--- src/rtl/mem_data_resp.sv ---
// MEM-stage response endpoint for the data SRAM-like interface: tracks outstanding
// requests, drops responses of cancelled/flushed instructions, and holds one response for a stalled WB.
module mem_data_resp #(
   parameter int MAX_OUTSTANDING = 2,
   parameter int CNT_W           = 2
) (
   input  logic             clk,
   input  logic             rst,
   input  logic             exe_req_fire,
   input  logic             exe_req_cancel,
   input  logic             flush,
   input  logic             data_sram_data_ok,
   input  logic [31:0]      data_sram_rdata,
   input  logic             mem_valid,
   input  logic             wb_allow_in,
   output logic             mem_data_ok,
   output logic [31:0]      mem_rdata,
   output logic [CNT_W-1:0] outstanding,
   output logic             ex_block_req,
   output logic             resp_overrun
);

   localparam logic [CNT_W-1:0] MAX_CNT  = CNT_W'(MAX_OUTSTANDING);
   localparam logic [CNT_W-1:0] ZERO_CNT = {CNT_W{1'b0}};
   localparam logic [CNT_W-1:0] ONE_CNT  = CNT_W'(1);

   logic [CNT_W-1:0] outstanding_r;
   logic [CNT_W-1:0] cancel_cnt_r;
   logic             buf_valid_r;
   logic [31:0]      buf_data_r;
   logic             resp_overrun_r;

   logic [CNT_W-1:0] outstanding_next_s;
   logic [CNT_W-1:0] cancel_cnt_next_s;
   logic             buf_valid_next_s;
   logic [31:0]      buf_data_next_s;
   logic             cnt_err_s;
   logic             buf_err_s;
   logic             discard_s;
   logic             live_s;
   logic             wb_take_s;

   // Outstanding counter next value with saturation at both ends
   always_comb begin
      outstanding_next_s = outstanding_r;
      cnt_err_s          = 1'b0;
      case ({exe_req_fire, data_sram_data_ok})
         2'b10: begin
            if (outstanding_r == MAX_CNT) begin
               cnt_err_s = 1'b1;
            end else begin
               outstanding_next_s = outstanding_r + ONE_CNT;
            end
         end
         2'b01: begin
            if (outstanding_r == ZERO_CNT) begin
               cnt_err_s = 1'b1;
            end else begin
               outstanding_next_s = outstanding_r - ONE_CNT;
            end
         end
         default: begin
            outstanding_next_s = outstanding_r;
         end
      endcase
   end

   // Cancel counter: a flush discards everything still owed after this cycle
   always_comb begin
      cancel_cnt_next_s = cancel_cnt_r;
      if (flush) begin
         cancel_cnt_next_s = outstanding_next_s;
      end else begin
         cancel_cnt_next_s = cancel_cnt_r
                           + CNT_W'(exe_req_fire & exe_req_cancel)
                           - CNT_W'(data_sram_data_ok & (cancel_cnt_r != ZERO_CNT));
      end
   end

   // Response classification and one-entry buffer control
   always_comb begin
      discard_s        = (cancel_cnt_r != ZERO_CNT) | flush;
      live_s           = data_sram_data_ok & ~discard_s;
      wb_take_s        = mem_valid & wb_allow_in;
      buf_valid_next_s = buf_valid_r;
      buf_data_next_s  = buf_data_r;
      buf_err_s        = live_s & buf_valid_r;
      if (flush) begin
         buf_valid_next_s = 1'b0;
      end else if (buf_valid_r) begin
         // A second live response cannot be held; the older one wins
         if (wb_take_s) begin
            buf_valid_next_s = 1'b0;
         end else begin
            buf_valid_next_s = 1'b1;
         end
      end else if (live_s & ~wb_take_s) begin
         buf_valid_next_s = 1'b1;
         buf_data_next_s  = data_sram_rdata;
      end else begin
         buf_valid_next_s = 1'b0;
      end
   end

   // State registers
   always_ff @(posedge clk or negedge rst) begin
      if (!rst) begin
         outstanding_r  <= ZERO_CNT;
         cancel_cnt_r   <= ZERO_CNT;
         buf_valid_r    <= 1'b0;
         buf_data_r     <= 32'h0000_0000;
         resp_overrun_r <= 1'b0;
      end else begin
         outstanding_r  <= outstanding_next_s;
         cancel_cnt_r   <= cancel_cnt_next_s;
         buf_valid_r    <= buf_valid_next_s;
         buf_data_r     <= buf_data_next_s;
         resp_overrun_r <= resp_overrun_r | cnt_err_s | buf_err_s;
      end
   end

   // Outputs; the response path is combinational for zero-latency pass-through
   always_comb begin
      mem_data_ok  = mem_valid & ~flush & (buf_valid_r | live_s);
      mem_rdata    = buf_valid_r ? buf_data_r : data_sram_rdata;
      outstanding  = outstanding_r;
      ex_block_req = (outstanding_r == MAX_CNT);
      resp_overrun = resp_overrun_r;
   end

endmodule

--- config.mk ---
export PLATFORM = sky130hd
export DESIGN_NAME = mem_data_resp
export DESIGN_NICKNAME = d
export VERILOG_FILES = /design/src/rtl/mem_data_resp.sv
export SDC_FILE = /design/constraint.sdc
export NUM_CORES = 1
export LEC_CHECK = 0
export ABC_AREA = 1
export CORE_ASPECT_RATIO = 1.75
export CORE_MARGIN = 2
export CORE_UTILIZATION = 30
export DETAILED_ROUTE_END_ITERATION = 6
export PLACE_DENSITY = 0.57
export SETUP_SLACK_MARGIN = 0.1
export SLEW_MARGIN = 20
export SYNTH_ARGS = -nofsm -noshare
export SYNTH_HDL_FRONTEND = slang
export SYNTH_SLANG_ARGS = --single-unit
--- constraint.sdc ---
create_clock -name clk -period 1.7 [get_ports clk]
set_input_delay 0.34 -clock clk [delete_from_list [all_inputs] [get_ports clk]]
set_output_delay 0.34 -clock clk [all_outputs]
set_load 0.02 [all_outputs]
# ---- Word level (Yosys, flattened, before mapping)
# Index checks and enable logic that the tools add are counted.
dict set report classes {
  addsub 4
  eq_ne 3
  n_mux 12
  bitwise_logic 16
  reduce_logical 3
}
# op count
set ops {}
lappend ops {{2-to-1 mux 32 bit} 1}
lappend ops {{bitwise AND 1 bit} 8}
lappend ops {{2-to-1 mux 1 bit} 6}
lappend ops {{2-to-1 mux 2 bit} 3}
lappend ops {{== test 2 bit (second input constant)} 2}
lappend ops {{inverter 1 bit} 4}
lappend ops {{bitwise OR 1 bit} 4}
lappend ops {{one-hot mux 2 bit (2 select lines)} 1}
lappend ops {{AND reduction 3 bit} 1}
lappend ops {{adder 2 x 1 -> 2 bit} 1}
lappend ops {{adder 2 x 1 -> 2 bit (second input constant)} 1}
lappend ops {{== test 2 x 1 -> 1 bit (second input constant)} 1}
lappend ops {{zero test 2 bit} 1}
lappend ops {{one-hot mux 1 bit (2 select lines)} 1}
lappend ops {{nonzero test 2 bit} 1}
lappend ops {{subtractor 2 x 1 -> 2 bit} 1}
lappend ops {{subtractor 2 x 1 -> 2 bit (second input constant)} 1}
dict set report word_totals {
  regBits 38
  in_bits 40
  output_inout_bits 37
  word_cells 43
}

# ---- Logic depth before layout (Yosys ltp)
# Gate-level depths: netlist of run 1.
dict set report logic_depth {
  depth_word 8
  mapped_depth 11
  ltp_nobuf 11
}

# ---- Worst setup path before layout of run 1
# OpenSTA, ideal clock, no wires.
dict set report synth_timing {
  path_kind {register to register}
  start {register cancel_cnt_r[1]}
  end {register cancel_cnt_r[1]}
  setup_time_ns 0.117
  arrival_ns 1.267
  required_ns 1.583
  slack_ns 0.315
  path_stages_with_launch 12
  n_path_buf 0
  period_less_slack_ns 1.385
  cell_sequence {dfrtp_1 inv_1 a21oi_1 ha_1 inv_1 ha_1 inv_1 nand2_1 nand2_1 nand2_1 nand3_1 nand2_1}
}
dict set report synth_via {
  elab_chain_len 4
  elab_cells_between_ends 5
  classes_between {add/sub: 2; mux: 1; bitwise: 1; reduce/logical: 1}
}
# item line
set synth_rtl {}
lappend synth_rtl {{start, declared} 28} ;# logic [CNT_W-1:0] cancel_cnt_r;
lappend synth_rtl {{start signal, assigned} 115} ;# cancel_cnt_r <= cancel_cnt_next_s;
lappend synth_rtl {{branches (longest 2 deep; another with adder 2 x 1 -> 2 bit)} n/a}
lappend synth_rtl {{subtractor 2 x 1 -> 2 bit *} 76} ;# - CNT_W'(data_sram_data_ok & (cancel_cnt_r != ZERO_CNT));
lappend synth_rtl {{2-to-1 mux 2 bit *} 71} ;# if (flush) begin
lappend synth_rtl {{net cancel_cnt_next_s[1]} 34} ;# logic [CNT_W-1:0] cancel_cnt_next_s;
# Mark *: on every way through the listed nets, which the timed path passes.
# A chain may end at the register's enable or synchronous reset.

# ---- Worst setup path after layout of run 1
dict set report layout_timing {
  start {register buf_valid_r}
  end {output port mem_rdata[11]}
}
dict set report layout_via {
  elab_chain_len 1
}
# item line
set layout_rtl {}
lappend layout_rtl {{start, declared} 29} ;# logic buf_valid_r;
lappend layout_rtl {{start signal, assigned} 116} ;# buf_valid_r <= buf_valid_next_s;
lappend layout_rtl {{2-to-1 mux 32 bit} 125} ;# mem_rdata = buf_valid_r ? buf_data_r : data_sram_rdata;
lappend layout_rtl {{end, declared} 17} ;# output logic [31:0] mem_rdata,
# Every way passes these cells.

==> results of run 1 <==
==> cells by family after synthesis <==
family / share of synthesized area (%)
compound gates: 0.684
mux: 16.4
fa+ha+maj: 4.56
buf+inv: 8.38
flops: 43.3
simple gates: 26.7
==> final cells by class <==
cell class | count | share of cell area (%)
multi-input combinational | 174 | 32.9
inverter | 13 | 1.28
clock buffer | 6 | 3.65
timing repair buffer | 123 | 34.0
clock inverter | 2 | 0.329
sequential | 38 | 25.0
tap | 86 | 2.83
==> metrics by stage <==
stage               cell area [sq um]  instances  util (%)  setup WS (ps)
floorplan                        2200        238         -            315
global placement                 3240        424      45.4           -492
detailed placement               3240        424      45.4           -498
CTS                              3360        436      47.1           -113
global route                     3800        442      53.4           -147
finish                           3800        442      53.4           -113
==> worst paths after layout <==
kind	startpoint	endpoint	slack, ps	cells past startpoint
worst max-delay path	buf_valid_r	mem_rdata[11]	-110	4
worst min-delay path	rst	buf_data_r[23]	20	2
worst max register to register	buf_valid_r	buf_data_r[29]	50	8
worst min register to register	resp_overrun	resp_overrun	480	2
max in group asynchronous	rst	buf_valid_r	1460	2
min in group clk	resp_overrun	resp_overrun	480	2
==> flip-flops by register name (all words and copies together) (netlist names) <==
register,count
cancel_cnt_r,2
outstanding,2
buf_data_r,32
buf_valid_r,1
resp_overrun,1
==> report_power, final <==
part	leakage (nW)	switching, mW	internal [mW]	total, mW
combinational	1.31	0.955	1.12	2.08
clock	0.0729	0.351	0.580	0.931
sequential	0.469	0.364	1.33	1.70
total	1.85	1.67	3.03	4.70
==> worst max-delay path, stage by stage, from the launching register on <==
cell and delay [ps]:
dfrtp_2 450, buf_12 150, clkbuf_16 160, mux2_4 320
buf_6 130
==> cells in the final DEF (no fill, tap or decap), types with 4 or more instances in the layout <==
cell type and instances:
buf_4 32, nand3_1 38, ha_1 7, dfrtp_1 37, inv_2 4, buf_12 5
nand2_1 39, nand2_4 15, dlygate4sd2_1 4, clkdlybuf4s15_2 6, clkbuf_16 9, clkdlybuf4s50_1 36
nand2_2 33, buf_6 27, buf_2 6, mux2_2 30, inv_1 9
==> timing repair <==
| action | CTS | global route |
|---|---|---|
| cloned | 1 | 5 |
| pin swaps | 1 | 8 |
| setup endpoints to repair | 70 | 64 |
| setup buffers | 3 | 1 |
| gates resized for setup | 143 | 110 |
==> metal layers <==
layer / global-route usage [%] / up-vias / part of all wire, %
met5: 0 / - / 0
met4: 5.33 / 0 / 2.6
met3: 2.49 / 10 / 3.3
met2: 29.6 / 48 / 59
met1: 16.1 / 987 / 35
li1: - / 1005 / -
==> results.toml, run 1 <==
[sta]
fmaxAchievable_mhz = 552
setup-violations-final = 33
fin_crit_sh_pct = 107
finClkSkew_ps = 8.13
timing_max_transition_violations_final = 0
fin_ws_ps = -113
fin_setup_tns_ps = -2380
unrepaired_setup_endpoints_after_global_routing = "true"
final.hold.worst_slack_ps = 18.7
slew_worst_pin_ps = 378
final_hold_viol_count = 0
period_minus_slack_ps = 1810
slew-limit-headroom_pct = 74.8

[worst_setup_path]
cp-end-kind = "primary output"
critPathKind = "reg2out"
worstSetupStartpointType = "flop"
worstPathRequired_ps = 1360
worst-path-max-fanout = 6
cp.arrival_ps = 1470

[pwr]
p_leak_nw = 1.85
power_density_mw_per_mm2 = 1240
total_power_mw = 4.70
vdd.ir_drop.worst_v = 0.000690

[floorplan]
core_sq_mm = 0.00713
io_pins = 77
floorplan.initialDensity_pct = 30.8
die_w_um = 68.7
die_height_um = 117
die_area_sq_mm = 0.00805
placement_rows = 41

[clock_network]
clock_path_buffers = 2
clock_sink_count = 38
cts_root_buffer = "clkbuf_16"
cts_made_buffers = 5
cts.hold.buffers_added = 0
cts.clk_slew.worst_paths_ps = 60
insertion_delay_ps = 280
cts-htree-levels = 2
cts_tree = "built"

[placed_design]
final_replace_weighted_congestion = 0.730
placement.io_buffers = 76
post-dp-hpwl_um = 4160

[drt]
antenna_violating_nets_post_route = 0
routed-via-count = 2050
dr.first_iter.drc_count = 47
routedWlPerCell_um = 14.5
drc = 0
routed_wire_length_um = 6410
drt_pre_antenna_iters = 4
route.detailed.vias_per_inst = 4.64

[status]
run_status = "finished with violations"
violations = "negative setup slack"

[grt]
antenna_violations_before_repair = 0
grt_use_total_pct = 15.4
grt_pass1_wl_um = 9190
grt_max_degree = 39
globalRouteOverflowTotal = 0
via_count_of_the_first_global_routing_pass = 1961

[synth]
yosys_warnings = 0
synth_seq_cells = 38
synthMostInstantiatedCell = "nand2_1"
synth_cell_types = 16
ys_top_cells_by_area = "dfrtp_1, mux2_2, nand2_1"
syn-cell-area_sq_mm = 0.00220
synth.top_cells.by_count = "nand2_1, dfrtp_1, nand3_1"
netlist.area_leader.share_pct = 43.3
postSynthAreaPerCell_sq_um = 9.23
yosys.area.top_type = "dfrtp_1"
number_of_enable_flip_flop_cells_after_synthesis = 0
postSynth.topFlopCell = "dfrtp_1"
postSynth.asyncResetShare_pct = 100
sequential_cell_area_fraction_in_the_yosys_report_pct = 43.3
postSynthCellCount = 238
synthesis.nets = 286

[finish]
layout.nets = 403
n_fill_cell = 677
drive_above_1_share_pct = 50.3
inserted_diodes = 0
multi_input_combinational_cell_area_sq_mm = 0.00125
area.sequential_sq_um = 952
area_growth_syn_to_layout_pct = 73.3

[job]
max_cap_viol_count = 0

[hold_path]
worst_hold_path_type = "in2async"
No activity file was read; power rests on OpenSTA's default activity.
==> run 2: changes to the inputs <==
--- a/config.mk
+++ b/config.mk
@@ -10,7 +10,8 @@
 export CORE_MARGIN = 2
 export CORE_UTILIZATION = 30
 export DETAILED_ROUTE_END_ITERATION = 6
-export PLACE_DENSITY = 0.57
+export DONT_BUFFER_PORTS = 1
+export PLACE_DENSITY = 0.44
 export SETUP_SLACK_MARGIN = 0.1
 export SLEW_MARGIN = 20
 export SYNTH_ARGS = -nofsm -noshare
==> results.toml, run 2 (synthesis gave the netlist of run 1 again) <==
[pwr]
sequentialPowerShare_pct = 42.2
p_leak_nw = 1.29
power_density_mw_per_mm2 = 1490
switching_share_pct = 35.9
clock_group_share_of_total_power_pct = 24.9
vdd.ir_drop.worst_v = 0.000565
power.combinational.fraction_pct = 32.9
internal_power_mw = 2.42
switchingPower_mw = 1.36
total_power_mw = 3.77

[drt]
routed_wire_length_um = 5080
antenna_violating_nets_post_route = 0
dr.first_iter.drc_count = 72
routedWlPerCell_um = 15.3
drc = 0
drt_pre_antenna_iters = 4
route.detailed.vias_per_inst = 4.69
routed-via-count = 1554

[sta]
fin_crit_sh_pct = 96.4
finClkSkew_ps = 7.58
fin_setup_tns_ps = 0
final_hold_viol_count = 0
period_minus_slack_ps = 1640
slew_worst_pin_ps = 351
fmaxAchievable_mhz = 610
timing_max_transition_violations_final = 0
slew-limit-headroom_pct = 76.6
unrepaired_setup_endpoints_after_global_routing = "true"
setup-violations-final = 0

[worst_setup_path]
cp-end-kind = "primary output"
cp.arrival_ps = 1300
worst-path-max-fanout = 7
critPathKind = "reg2out"
worstSetupStartpointType = "flop"
worstPathRequired_ps = 1360

[grt]
antenna_violations_before_repair = 0
groute.layer.met2.usage_pct = 21.5
busiest_layer = "met2"
grt_max_degree = 39
met3_usage_pct = 2.39
grt_pass1_wl_um = 7350
globalRouteOverflowTotal = 0
grt_use_total_pct = 12.4
use_met1_pct = 14.5
via_count_of_the_first_global_routing_pass = 1519

[finish]
final_cell_count_no_fill = 331
layout_commonest_cell = "nand2_1"
largest_register_ff_count = 32
inserted_diodes = 0
n_fill_cell = 717
area_growth_syn_to_layout_pct = 15.5
most-common-layout-cells = "nand2_1, nand3_1, dfrtp_1"
layout.nets = 292
largest_register = "buf_data_r"
finalInstanceArea_sq_mm = 0.00254
drive_above_1_share_pct = 24.5

[hold_path]
worst_hold_path_type = "in2reg"

[status]
run_status = "finished clean"

[floorplan]
die_w_um = 68.7
die_height_um = 117
die_area_sq_mm = 0.00805
core_sq_mm = 0.00713
placement_rows = 41
io_pins = 77
floorplan.initialDensity_pct = 30.8

[placed_design]
placement.io_buffers = 0
post-dp-hpwl_um = 3410
final_replace_weighted_congestion = 0.713
placement.cell_area_sq_mm = 0.00225
post-place-cells = 318

[clock_network]
clock_sink_count = 38
clock_path_buffers = 2
cts_root_buffer = "clkbuf_16"
cts_tree = "built"
cts-htree-levels = 2
cts_made_buffers = 5
cts.clk_slew.worst_paths_ps = 60
insertion_delay_ps = 280

[job]
max_cap_viol_count = 0
run 2: changes by cell type in the layout (fill, tap and decap cells not counted), moves of 4 or more:
cell | previous run | this run
nand2_1 | 39 | 84
clkdlybuf4s50_1 | 36 | 0
nand2_2 | 33 | 1
buf_4 | 32 | 5
buf_6 | 27 | 2
nand2_4 | 15 | 2
mux2_2 | 30 | 19
mux2_4 | 2 | 13
buf_2 | 6 | 0
clkdlybuf4s15_2 | 6 | 0
dlygate4sd2_1 | 4 | 0
run 2: repair_timing:
action / 4_1_cts / 5_1_grt
setup buffers: 0 / 1
setup endpoints to repair: 27 / 36
gates resized for setup: 1 / 17
gates cloned: 0 / 2
endpoints found under the hold margin: 38 / 0
pin swaps: 0 / 0
hold buffers: 2 / 0
run 2: power groups by stage:
stage | sequential [mW] | clock, mW | combinational, mW
global placement | 1.59 | 0 | 1.13
CTS | 1.58 | 0.971 | 1.18
global route | 1.64 | 1.00 | 1.41
floorplan | 1.50 | 0 | 1.02
finish | 1.59 | 0.941 | 1.24
detailed placement | 1.59 | 0 | 1.15
run 2: worst paths after layout:
kind | end | slack, ps | depth (start not counted) | start
setup / recovery | mem_rdata[27] | 60 | 2 | buf_valid_r
hold / removal | buf_data_r[18] | 200 | 2 | data_sram_rdata[18]
setup reg to reg | buf_data_r[10] | 240 | 6 | buf_valid_r
hold reg to reg | buf_data_r[30] | 470 | 2 | buf_data_r[30]
max in group asynchronous | buf_valid_r | 950 | 2 | rst
min in group asynchronous | buf_data_r[26] | 540 | 2 | rst
run 2: final cells by class:
| cell class | count | area (sq um) | share of cell area [%] |
|---|---|---|---|
| multi-input cells | 174 | 1120 | 44.2 |
| clock buffers | 6 | 139 | 5.48 |
| clock inverters | 2 | 12.5 | 0.493 |
| flip-flops and latches | 38 | 952 | 37.5 |
| well taps | 86 | 108 | 4.24 |
| inverters | 13 | 48.8 | 1.92 |
| repair buffers | 12 | 155 | 6.12 |
run 2: critical path: stages, from the launching register on:
cell     delay, ps
dfrtp_2        440
buf_6          180
mux2_2         400
run 2: metal layers:
layer  wire length (um)  vias up  share of wire, %
met5                  0        -                 0
met3                219        5               4.3
met4                 82        0               1.6
li1                   -      782                 -
met1               2040      728                40
met2               2730       39                54
run 2: stage by stage:
| stage | setup slack, ps | hold WS, ps | utilization, % |
|---|---|---|---|
| 6_report | 60.8 | 197 | 35.6 |
| 5_1_grt | 20.3 | 196 | 35.6 |
| 4_1_cts | 41.3 | 194 | 34.1 |
| 3_5_place_dp | 225 | 46.0 | 31.5 |
| 3_3_place_gp | 244 | 45.8 | 31.5 |
| 2_1_floorplan | 315 | 44.4 | - |
==> run 3: changes to the inputs <==
--- a/config.mk
+++ b/config.mk
@@ -9,6 +9,7 @@
 export CORE_ASPECT_RATIO = 1.75
 export CORE_MARGIN = 2
 export CORE_UTILIZATION = 30
+export CTS_CLUSTER_SIZE = 20
 export DETAILED_ROUTE_END_ITERATION = 6
 export DONT_BUFFER_PORTS = 1
 export PLACE_DENSITY = 0.44
==> results of run 3 <==
The final DEF is identical to that of run 2; final timing and power are the same.
